$ cat src/rtl/vlc_word_packer.sv
// Packs glued VLC words through a 2**AW-deep first-word-fall-through FIFO onto a
// valid/ready stream, and closes each run with a {TRAILER_TAG, word count} trailer.
module vlc_word_packer #(
    parameter int unsigned AW          = 4,
    parameter logic [15:0] TRAILER_TAG = 16'hEC0D
) (
    input  logic          clk,
    input  logic          rstN,
    input  logic          encode_start,
    input  logic          encode_done,
    input  logic [31:0]   vlc_glue_data,
    input  logic          vlc_glue_valid,
    output logic [31:0]   out_data,
    output logic          out_valid,
    input  logic          out_ready,
    output logic [AW:0]   fifo_level,
    output logic          overflow,
    output logic [15:0]   word_cnt,
    output logic          pack_done
);

    localparam int unsigned DEPTH = 2 ** AW;
    localparam int unsigned PW    = AW + 1;
    localparam int unsigned DW    = 32;
    localparam int unsigned CW    = 16;

    typedef enum logic [1:0] {
        S_IDLE,
        S_RUN,
        S_TRAILER,
        S_DONE
    } state_t;

    state_t        state, state_n;
    logic [PW-1:0] wr_ptr, wr_ptr_n;
    logic [PW-1:0] rd_ptr, rd_ptr_n;
    logic [CW-1:0] word_cnt_n;
    logic          overflow_n;
    logic          done_seen, done_seen_n;
    logic          out_valid_n;
    logic [DW-1:0] out_data_n;
    logic [PW-1:0] fifo_level_n;
    logic          pack_done_n;

    logic [DW-1:0] mem [DEPTH];

    logic full_c;
    logic empty_c;
    logic push_c;
    logic pop_c;

    assign empty_c = (wr_ptr == rd_ptr);
    assign full_c  = (wr_ptr[AW] != rd_ptr[AW]) && (wr_ptr[AW-1:0] == rd_ptr[AW-1:0]);
    assign push_c  = (state == S_RUN) && vlc_glue_valid && !full_c;
    assign pop_c   = (state == S_RUN) && !empty_c && out_ready;

    // FIFO storage; contents are don't-care until written, so no reset
    always_ff @(posedge clk) begin
        if (push_c) begin
            mem[wr_ptr[AW-1:0]] <= vlc_glue_data;
        end
    end

    always_ff @(posedge clk or negedge rstN) begin
        if (!rstN) begin
            state      <= S_IDLE;
            wr_ptr     <= '0;
            rd_ptr     <= '0;
            word_cnt   <= '0;
            overflow   <= 1'b0;
            done_seen  <= 1'b0;
            out_valid  <= 1'b0;
            out_data   <= '0;
            fifo_level <= '0;
            pack_done  <= 1'b0;
        end else begin
            state      <= state_n;
            wr_ptr     <= wr_ptr_n;
            rd_ptr     <= rd_ptr_n;
            word_cnt   <= word_cnt_n;
            overflow   <= overflow_n;
            done_seen  <= done_seen_n;
            out_valid  <= out_valid_n;
            out_data   <= out_data_n;
            fifo_level <= fifo_level_n;
            pack_done  <= pack_done_n;
        end
    end

    always_comb begin
        state_n      = state;
        wr_ptr_n     = wr_ptr;
        rd_ptr_n     = rd_ptr;
        word_cnt_n   = word_cnt;
        overflow_n   = overflow;
        done_seen_n  = done_seen;
        out_valid_n  = 1'b0;
        out_data_n   = '0;
        fifo_level_n = '0;
        pack_done_n  = 1'b0;

        unique case (state)
            S_IDLE, S_DONE: begin
                if (encode_start) begin
                    state_n     = S_RUN;
                    wr_ptr_n    = '0;
                    rd_ptr_n    = '0;
                    word_cnt_n  = '0;
                    overflow_n  = 1'b0;
                    done_seen_n = 1'b0;
                end
            end
            S_RUN: begin
                if (push_c) begin
                    wr_ptr_n = wr_ptr + PW'(1);
                end
                if (vlc_glue_valid && full_c) begin
                    overflow_n = 1'b1;
                end
                if (pop_c) begin
                    rd_ptr_n   = rd_ptr + PW'(1);
                    word_cnt_n = word_cnt + CW'(1);
                end
                if (encode_done) begin
                    done_seen_n = 1'b1;
                end
                if (done_seen && empty_c && !vlc_glue_valid) begin
                    state_n = S_TRAILER;
                end
            end
            S_TRAILER: begin
                if (out_ready) begin
                    state_n = S_DONE;
                end
            end
            default: state_n = S_IDLE;
        endcase

        // Registered outputs are built from next-state values; a word landing in the
        // head slot this edge is forwarded straight from the input bus.
        fifo_level_n = wr_ptr_n - rd_ptr_n;
        pack_done_n  = (state_n == S_DONE);
        if (state_n == S_TRAILER) begin
            out_valid_n = 1'b1;
            out_data_n  = {TRAILER_TAG, word_cnt_n};
        end else if ((state_n == S_RUN) && (wr_ptr_n != rd_ptr_n)) begin
            out_valid_n = 1'b1;
            out_data_n  = (push_c && (rd_ptr_n == wr_ptr)) ? vlc_glue_data
                                                            : mem[rd_ptr_n[AW-1:0]];
        end
    end

endmodule

$ cat config.mk
export PLATFORM = sky130hd
export DESIGN_NAME = vlc_word_packer
export DESIGN_NICKNAME = d
export VERILOG_FILES = /design/src/rtl/vlc_word_packer.sv
export SDC_FILE = /design/constraint.sdc
export NUM_CORES = 1
export LEC_CHECK = 0
export ABC_CLOCK_PERIOD_IN_PS = 4100
export CORE_MARGIN = 3
export CORE_UTILIZATION = 45
export DETAILED_ROUTE_END_ITERATION = 10
export GPL_ROUTABILITY_DRIVEN = 0
export SYNTH_ARGS = -nofsm -noshare
export SYNTH_HDL_FRONTEND = slang
export SYNTH_SLANG_ARGS = --single-unit
$ cat constraint.sdc
create_clock -name clk -period 4.1 [get_ports clk]
set_input_delay 0.41 -clock clk [delete_from_list [all_inputs] [get_ports clk]]
set_output_delay 0.41 -clock clk [all_outputs]
set_load 0.03 [all_outputs]
==> implementation parameters, run 1 <==
Parameter                              Value

Status
  Result of the run    complete, no violations

Routing
  Post-Route WL    63.0 mm
  Post-DRT Antenna Nets    0
  Iter 0 DRT Violations    1,565
  Number of vias in the routed layout    15,300
  DR DRC count    0
  1st-pass router iterations    5
  Via density per instance    5.83
  Detail-routed net length per standard cell    24.1 um

Worst setup path
  Critical path class    register to register
  Required time at the worst-slack endpoint    4540 ps
  CP Max Fanout    32
  Setup crit start kind    register
  Worst setup slack for register-to-register paths    a little over 400 ps
  R2r startpoint    wr_ptr[4]$_DFF_PN0_
  Path depth of the worst reg2reg path    13
  Kind of capture point of the worst setup path    register
  Crit path launch    wr_ptr[4]$_DFF_PN0_
  R2R Path End    out_data[3]$_DFF_PN0_
  Endpoint arrival time on the critical path    4130 ps

Yosys
  Proportion of netlist area held by the largest area contributor    64.5%
  Total standard cell area after synthesis    23,900 um^2
  Synth Register Bits    roughly 580
  Number of nets in the synthesized netlist    1,830
  Yosys warning total    0
  Average cell area after synthesis    13.4 um^2
  Sequential area share after synthesis    71.7%
  Flip-flop cell with the highest count after synthesis    edfxtp_1
  Largest area contributor in the synthesized netlist    edfxtp_1
  Mapped Cells    1,779
  Number of enable flip-flop cells after synthesis    around 510
  Count of distinct cell types in the synthesized netlist    70
  Dominant cells by area after synthesis    edfxtp_1, dfrtp_1, nand2_1
  Share of flip-flops with an asynchronous set or reset    11.9%

Clocking
  Buffer type at the clock tree root    clkbuf_16
  Maximum count of clock buffers along a single path    3
  Clock latency on the worst-skew pair    600 ps
  Clock tree from TritonCTS    built
  Clock slew seen by the registers of the worst setup and hold paths    around 70 ps
  CTS sink cnt    581
  Total clock buffers created by CTS    56
  Postcts setup bufs    0
  CTS H-tree lvls    2

Final layout
  Sequential cell area in the final layout    17,100 um^2
  Area of the multi-input gates    6230 um^2
  Utilization after layout    53.5%
  Fraction of final layout cells sized beyond drive strength 1    10.4%
  Synthesis-to-finish area growth    16.4%
  Fill count    4,238
  Net count reported at finish    just under 2,000
  Final Instance Count excl. Fillers    2,618

Timing
  RSZ-0062 raised after global routing    false
  Tcrit/Tclk final    90.0%
  Final critical path time including I/O delays and setup    between 3000 and 4000 ps
  Max-slew violation count    0
  Post-Route Skew    between 10 and 15 ps
  Final number of hold-violating endpoints    0
  Setup TNS    0 ps
  Total of endpoints with negative setup slack in the final report    0
  Slew at the pin with the worst max-slew slack    between 1000 and 1500 ps
  Highest clock frequency the design can meet    0.271 GHz
  Tightest slew margin relative to the limit    between 30 and 40%

Global routing
  Maximum number of pins on one net before global-route repair    93
  Routing usage on met2    35.7%
  Antenna violations before repair    2
  Total global routing overflow    0
  Grt met1 use    between 30% and 40%
  First-pass GRT wire length    94.4 mm
  Via count of the first global-routing pass    14,700
  Most congested layer reported by global routing    met2
  Global routing usage on met3    3.20%
  Global-route usage over all layers    22.2%

Die
  Starting density of the core    between 40% and 50%
  I/O pins    94
  Core outline area    between 50,000 and 60,000 um^2
  Overall die width    236 um
  Die boundary height    236 um
  Overall die area    between 50,000 and 60,000 um^2
  Number of rows created at floorplan    83

Power
  Leakage power summed over all cells    between 0.009 and 0.01 uW
  IR drop worst, VDD    0.479 mV
  Power per cell area    715 nW/um^2

Placed design
  Number of placed instances, taps included    2,512
  Detailed Place HPWL    35.7 mm
  Number of port buffers    93

Flow run
  Maximum Capacitance Violations    0

Min path
  Class of the tightest hold or removal check    primary input to asynchronous set/reset pin
==> cells in the final DEF, fill, tap and decap left out, types with 5 or more instances in the layout <==
cell | netlist | routed
a21oi_1 | 21 | 21
a221o_1 | 9 | 9
a221oi_1 | 8 | 8
a22oi_1 | 17 | 17
a311o_1 | 10 | 10
a311oi_1 | 52 | 52
a31oi_1 | 29 | 29
and3_1 | 106 | 106
buf_12 | 0 | 17
buf_4 | 10 | 57
clkbuf_1 | 51 | 18
clkbuf_16 | 0 | 57
clkbuf_8 | 0 | 9
clkdlybuf4s50_1 | 0 | 92
clkinv_1 | 1 | 8
clkinv_2 | 0 | 7
dfrtp_1 | 69 | 69
edfxtp_1 | 512 | 512
ha_1 | 12 | 12
inv_1 | 20 | 20
mux2_2 | 13 | 13
mux2i_1 | 41 | 41
nand2_1 | 446 | 446
nand3_1 | 60 | 60
nand4_1 | 15 | 15
nor2_1 | 26 | 13
nor2_4 | 0 | 12
nor2b_1 | 5 | 5
nor3_1 | 11 | 7
nor3_2 | 1 | 5
nor4_1 | 12 | 12
o2111ai_1 | 10 | 10
o211ai_1 | 10 | 10
o21ai_0 | 63 | 63
o21ai_1 | 5 | 5
o32ai_1 | 11 | 11
xnor2_1 | 10 | 10
==> critical path, cell delays in order, from the launching register on <==
cell and delay, ps:
dfrtp_1 560, xnor2_4 480, nor2_1 150, nor2_1 390, nand4_1 170, a21oi_1 160
o22ai_1 130, ha_1 350, nand4_1 130, o211ai_2 220, and4bb_1 240, buf_12 190
a22oi_1 190, o21ai_0 170
==> sequential cells by signal (all words and copies together) (netlist names) <==
| name | flops |
|---|---|
| pack_done | 1 |
| word_cnt | 16 |
| overflow | 1 |
| out_data | 32 |
| out_valid | 1 |
| done_seen | 1 |
| wr_ptr | 5 |
| fifo_level | 5 |
| mem | 512 |
| rd_ptr | 5 |
| state | 2 |
==> cells in the mapped netlist, types with 3 or more instances <==
| library cell | instances |
|---|---|
| a31oi_1 | 29 |
| mux2_2 | 13 |
| o32ai_1 | 11 |
| o21ai_0 | 63 |
| xnor2_1 | 10 |
| nand4_1 | 15 |
| a311o_1 | 10 |
| edfxtp_1 | 512 |
| buf_6 | 6 |
| and2_1 | 4 |
| nor3_1 | 11 |
| nor2b_1 | 5 |
| mux2i_1 | 41 |
| o21ai_1 | 5 |
| ha_1 | 12 |
| buf_2 | 42 |
| a311oi_1 | 52 |
| and4_1 | 3 |
| a21o_1 | 4 |
| nand2_1 | 446 |
| nor2_1 | 26 |
| a21oi_1 | 21 |
| nand2b_1 | 4 |
| or3_1 | 3 |
| clkbuf_1 | 51 |
| a22oi_1 | 17 |
| buf_4 | 10 |
| a221o_1 | 9 |
| xor2_1 | 3 |
| o2111ai_1 | 10 |
| nand3_1 | 60 |
| o31ai_1 | 4 |
| a221oi_1 | 8 |
| nor4_1 | 12 |
| dfrtp_1 | 69 |
| inv_1 | 20 |
| o211ai_1 | 10 |
| and3_1 | 106 |
| buf_1 | 4 |
==> power breakdown <==
| part | switching [uW] | leakage [uW] | internal [uW] |
|---|---|---|---|
| logic | 4990 | 0.00329 | 2800 |
| registers | 164 | 0.00554 | 6830 |
| clock network | 2160 | 0.000880 | 2900 |
| total | 7310 | 0.00971 | 12500 |
==> metal layers <==
layer,wire length [um],share of wire [%]
met1,27700,44
met2,30100,48
met3,3930,6.2
met4,1240,2.0
met5,13,0.021
==> final cells by class <==
class	count	share of cell area, %
clock inverter	20	0.622
clock buffer	84	5.83
inverter	24	0.360
timing repair buffer	167	6.12
antenna	1	0.00901
multi-input combinational	1061	22.4
tap	680	3.06
sequential	581	61.6
==> stage by stage <==
step                area [um^2]  power [uW]  hold slack [ps]  setup slack (ps)
floorplan                 23900       12300              114              15.1
global placement          26000       14700              526               587
detailed placement        26000       14900              532               504
CTS                       27800       19900              427               466
global route              27800       20900              470               177
finish                    27800       19800              437               410
==> how the worst max path moves through the flow <==
stage	cells after the start	to	slack, ps
floorplan	7	mem[3][0]$_DFFE_PP_	20
global placement	11	out_data[5]$_DFF_PN0_	590
detailed placement	12	out_data[19]$_DFF_PN0_	500
CTS	13	out_data[3]$_DFF_PN0_	470
global route	13	out_data[17]$_DFF_PN0_	180
finish	13	out_data[3]$_DFF_PN0_	410
==> cell families after synthesis <==
family | count (synthesis) | synth area share (%)
xor gates and xnor gates | 14 | 0.593
buffers and inverters | 137 | 2.73
muxes | 54 | 2.33
DFF | 581 | 71.7
AOI/OAI and AO/OA | 276 | 8.66
and+or+nand+nor | 704 | 13.3
adders and majority gates | 13 | 0.713
==> repair_timing <==
action / CTS / global route
hold buffers: 1 / 0
endpoints found under the hold margin: 44 / 0
resized for setup: 0 / 0
No activity file was read; power rests on OpenSTA's default activity.
==> run 2, diff against run 1 <==
CTS_CLUSTER_DIAMETER = 150   (was not set)
==> results of run 2 <==
Final layout, timing and power as in run 1 (identical DEF).
